$ cat config.mk
export PLATFORM = sky130hd
export DESIGN_NAME = sel_rr_arbiter4
export DESIGN_NICKNAME = d
export VERILOG_FILES = /design/src/rtl/sel_rr_arbiter4.sv
export SDC_FILE = /design/constraint.sdc
export NUM_CORES = 1
export LEC_CHECK = 0
export ABC_CLOCK_PERIOD_IN_PS = 2100
export BUFFER_PORTS_ARGS = -buffer_cell sky130_fd_sc_hd__buf_2
export CORE_MARGIN = 2
export CORE_UTILIZATION = 45
export DETAILED_ROUTE_END_ITERATION = 7
export PLACE_DENSITY = 0.7
export SLEW_MARGIN = 5
export SYNTH_ARGS = -nofsm -noshare
export SYNTH_HDL_FRONTEND = slang
export SYNTH_SLANG_ARGS = --single-unit
$ cat constraint.sdc
create_clock -name clk1 -period 2.1 [get_ports clk1]
set_input_delay 0.63 -clock clk1 [delete_from_list [all_inputs] [get_ports clk1]]
set_output_delay 0.63 -clock clk1 [all_outputs]
set_load 0.02 [all_outputs]
$ cat src/rtl/sel_rr_arbiter4.sv
// Round-robin scheduler sharing a 4-path selector (feeds a sel2to4 decoder).
// One owner at a time, held while its req stays high, cut after MAX_HOLD
// cycles, with a dead cycle between consecutive grants (break-before-make).
module sel_rr_arbiter4 #(
  parameter int MAX_HOLD = 16,
  parameter int CNT_W    = 5
) (
  input  logic             clk1,
  input  logic             rst_n,
  input  logic [3:0]       req,
  output logic [1:0]       select,
  output logic [3:0]       grant,
  output logic             valid,
  output logic [CNT_W-1:0] hold_cnt,
  output logic             timeout
);

  typedef enum logic {
    IDLE  = 1'b0,
    GRANT = 1'b1
  } state_e;

  // Last hold_cnt value an owner may reach before being cut off.
  localparam logic [CNT_W-1:0] HOLD_LAST = CNT_W'(MAX_HOLD - 1);

  state_e           state_q, state_d;
  logic [1:0]       ptr_q, ptr_d;
  logic [1:0]       select_q, select_d;
  logic [3:0]       grant_q, grant_d;
  logic [CNT_W-1:0] hold_cnt_q, hold_cnt_d;
  logic             timeout_q, timeout_d;

  logic [1:0]       winner;
  logic             req_any;
  logic             owner_req;
  logic             at_limit;

  assign req_any   = |req;
  assign owner_req = req[select_q];
  assign at_limit  = (hold_cnt_q == HOLD_LAST);

  // Rotating priority search: first requester at or after ptr (mod 4).
  always_comb begin
    winner = ptr_q;
    // Scan from farthest to nearest so the nearest requester overwrites last.
    for (int k = 3; k >= 0; k--) begin
      if (req[ptr_q + 2'(k)]) begin
        winner = ptr_q + 2'(k);
      end
    end
  end

  // Next-state and output decode for the IDLE/GRANT controller.
  always_comb begin
    // NOTE: every variable gets a default before the case so no path leaves
    // it unassigned; otherwise synthesis infers a latch.
    state_d    = state_q;
    ptr_d      = ptr_q;
    select_d   = select_q;
    grant_d    = grant_q;
    hold_cnt_d = hold_cnt_q;
    timeout_d  = 1'b0;

    unique case (state_q)
      IDLE: begin
        if (req_any) begin
          select_d   = winner;
          grant_d    = 4'b0001 << winner;
          hold_cnt_d = '0;
          state_d    = GRANT;
        end else begin
          // select keeps the last owner's code while idle.
          grant_d = 4'b0000;
        end
      end
      GRANT: begin
        if (!owner_req || at_limit) begin
          // Voluntary release wins over forced: a forced cut is flagged only
          // when the owner still wanted the path.
          grant_d    = 4'b0000;
          hold_cnt_d = '0;
          timeout_d  = owner_req;
          ptr_d      = select_q + 2'd1;
          state_d    = IDLE;
        end else begin
          hold_cnt_d = hold_cnt_q + CNT_W'(1);
        end
      end
      default: begin
        grant_d    = 4'b0000;
        hold_cnt_d = '0;
        state_d    = IDLE;
      end
    endcase
  end

  // State and output registers with synchronous active-low reset.
  always_ff @(posedge clk1) begin
    // NOTE: non-blocking assignments so every flop samples pre-edge values,
    // independent of statement order.
    if (!rst_n) begin
      state_q    <= IDLE;
      ptr_q      <= 2'd0;
      select_q   <= 2'd0;
      grant_q    <= 4'b0000;
      hold_cnt_q <= '0;
      timeout_q  <= 1'b0;
    end else begin
      state_q    <= state_d;
      ptr_q      <= ptr_d;
      select_q   <= select_d;
      grant_q    <= grant_d;
      hold_cnt_q <= hold_cnt_d;
      timeout_q  <= timeout_d;
    end
  end

  assign select   = select_q;
  assign grant    = grant_q;
  assign valid    = |grant_q;
  assign hold_cnt = hold_cnt_q;
  assign timeout  = timeout_q;

endmodule
==> reports/metrics.cfg <==
[placement]
pre_cts_ws_ns=0.105
place_area_um2=928
dp_hpwl_mm=1.26
gp_congestion=0.941
io_buffers=18
dp_cells=131

[detailed_routing]
dr.pass1.iters=4
drtAntennaViolNets=0
via_count=733
routedWlPerCell_um=12.7
avgViaCountPerCell=5.43
drt_wl_total_mm=1.71
drt_iter0_drc=17
drc=0

[setup_path]
critPathLaunchType=flop
critical_path.max_fanout=3
cp.required_ns=1.47
arrival_ns=1.28
criticalPathCategory=flop to output port
crit_slowest_cell=or4_1
worstReg2RegStart=hold_cnt[0]
path_cells=or4_1 > buf_2
r2r-end=hold_cnt[3]
worst_path_largest_cell_delay_ns=0.51
r2r_slack_ns=0.32
end_kind=output port
reg2regPathDepth=7

[floorplan]
start_util_pct=47.7
die-area_um2=2170
ios=19
die_w_um=46.5
rows=15
core_area_um2=1710
die_h_um=46.5

[timing]
hold_viol_final=0
period_share_pct=91.1
setup_tns_ns=0
slew_headroom_pct=70.5
min_period_ns=1.91
finalSetupViolations=0
rsz0062_at_grt=false
fin_ws_ns=0.187
slew_viol_final=0
finalClockSkew_ns=0.00328
fmax_mhz=523
worst_pin_slew_ns=0.443

[global_route]
grt_overflow_total=0
grt_pass1_vias=637
grt_pass1_wl_mm=2.66
grt_usage_pct=17.7
antenna_found_initial=0
grt_start_max_net_pins=17

[clocking]
root_buffer=clkbuf_4
worstSkewPairLatency_ns=0.28
cts_resized=0
cts.clk_slew.worst_paths_ns=0.08
cts_tree=built
clockBufferDepth=2
holdBufCountCts=0
clock_sinks=15
postCtsSetupBuffers=0
cts_max_level=1
cts_inserted_buffers=3

[status]
status=finished, final reports clean

[synthesis]
synthFlopType=dfxtp_1
seq_area_frac_synth_pct=36.9
ys_ff_latch=15
postSynthCellCount=89
syn_area_um2=815
yosysUniqueCellTypes=37
syn-num-nets=97
async_flop_share_pct=0
synth_edf_count=0
synth.avg_cell_area_um2=9.15
yosys_warnings=0

[finish]
drive_above_1_share_pct=24.5
utilization_pct=55.9
syn_to_final_growth_pct=17.2
layoutNonFillerInstCount=135
nets=119
fin_area_um2=955
num_antenna_cells=0

[worst_hold_path]
min-delay-start=select[1]
whs_path_depth=2
holdCritPathClass=flop to flop
min_to=select[1]

[job]
maxCapViolCount=0

[power_and_ir_drop]
p_leak_nw=0.426
ir_worst_vdd_v=0.000329
powerDensity_nw_per_um2=637

## kinds of logic after synthesis
logic type                 synth area share [%]
DFF                                        36.9
buffers and inverters                      4.15
AOI/OAI and AO/OA                          23.8
adders and majority gates                  3.07
xor gates and xnor gates                   1.08
muxes                                      3.99
and+or+nand+nor                            27.0
## state kept, by name, summed over array words and instances, names as in the netlist
signal and flops:
ptr_q 2, grant 4, timeout 1, select 2, state_q 1, hold_cnt 5
## metal layers
layer	global-route usage, %	vias up	wire (um)
li1	-	372	-
met1	22.3	341	830
met2	27.2	18	781
met3	7.06	2	82
met4	5.71	0	15
met5	0	-	0
## stage by stage
| stage | hold WS, ns | power [W] |
|---|---|---|
| after floorplan | 0.520 | 0.000416 |
| after global placement | 0.529 | 0.000451 |
| after detailed placement | 0.535 | 0.000452 |
| after CTS | 0.550 | 0.000615 |
| after global routing | 0.575 | 0.000638 |
| final | 0.549 | 0.000608 |
## area by class of cell
cell class | instances | area (um^2)
clock buffer | 4 | 26.3
fill | 161 | 753
multi-input combinational | 67 | 480
inverter | 5 | 18.8
sequential | 15 | 300
tap | 25 | 31.3
timing repair buffer | 19 | 97.6
## where the power goes
group | internal (W) | switching [W]
clock | 0.0000738 | 0.0000877
sequential | 0.000299 | 0.0000189
combinational | 0.0000578 | 0.0000706
## cell usage in the layout (no fill, tap or decap), drive strengths merged
| cell | count |
|---|---|
| mux2i | 1 |
| nand2 | 6 |
| buf | 19 |
| nor2 | 2 |
| a41oi | 1 |
| nand3b | 1 |
| o21bai | 1 |
| mux4 | 1 |
| o2bb2ai | 4 |
| or4 | 1 |
| a21o | 1 |
| nor2b | 5 |
| nor4 | 1 |
| nand3 | 2 |
| xor2 | 1 |
| a22oi | 1 |
| o21ai | 6 |
| o22ai | 3 |
| a21oi | 3 |
| a21boi | 2 |
| o211ai | 1 |
| inv | 5 |
| clkbuf | 4 |
| nand2b | 5 |
| a221oi | 1 |
| dfxtp | 15 |
| and3 | 2 |
| a221o | 2 |
| nor3b | 1 |
| ha | 2 |
| and3b | 1 |
| a311oi | 1 |
| and2 | 8 |
## synth_stat cells, drive strengths merged (2+ instances only)
master   instances  area (um^2)
a21oi            3         18.8
nor2             2         7.51
o2bb2ai          4         35.0
and2             8         52.6
a21boi           2         15.0
dfxtp           15          300
nand3            2         10.0
o21ai            6         30.0
nand2b           5         38.8
ha               2         25.0
inv              5         18.8
and3             2         12.5
nor2b            5         38.8
nand2            6         22.5
o22ai            3         18.8
a221o            2         20.0
## critical path: cells and delay by family, from the launching register on
| kind | cells | cell delay, ns |
|---|---|---|
| buf+inv | 1 | 0.17 |
| simple gates | 1 | 0.51 |
| flops | 1 | 0.33 |
## worst max-delay path by stage
stage               cells after the start  startpoint     endpoint  slack [ns]
detailed placement                      6      req[3]  hold_cnt[2]        0.10
global route                            2    grant[0]        valid        0.12
global placement                        6      req[3]  hold_cnt[2]        0.13
CTS                                     2    grant[0]        valid        0.17
floorplan                               6      req[3]  hold_cnt[2]        0.22
finish                                  2    grant[0]        valid        0.19
No activity file was read; power rests on OpenSTA's default activity.
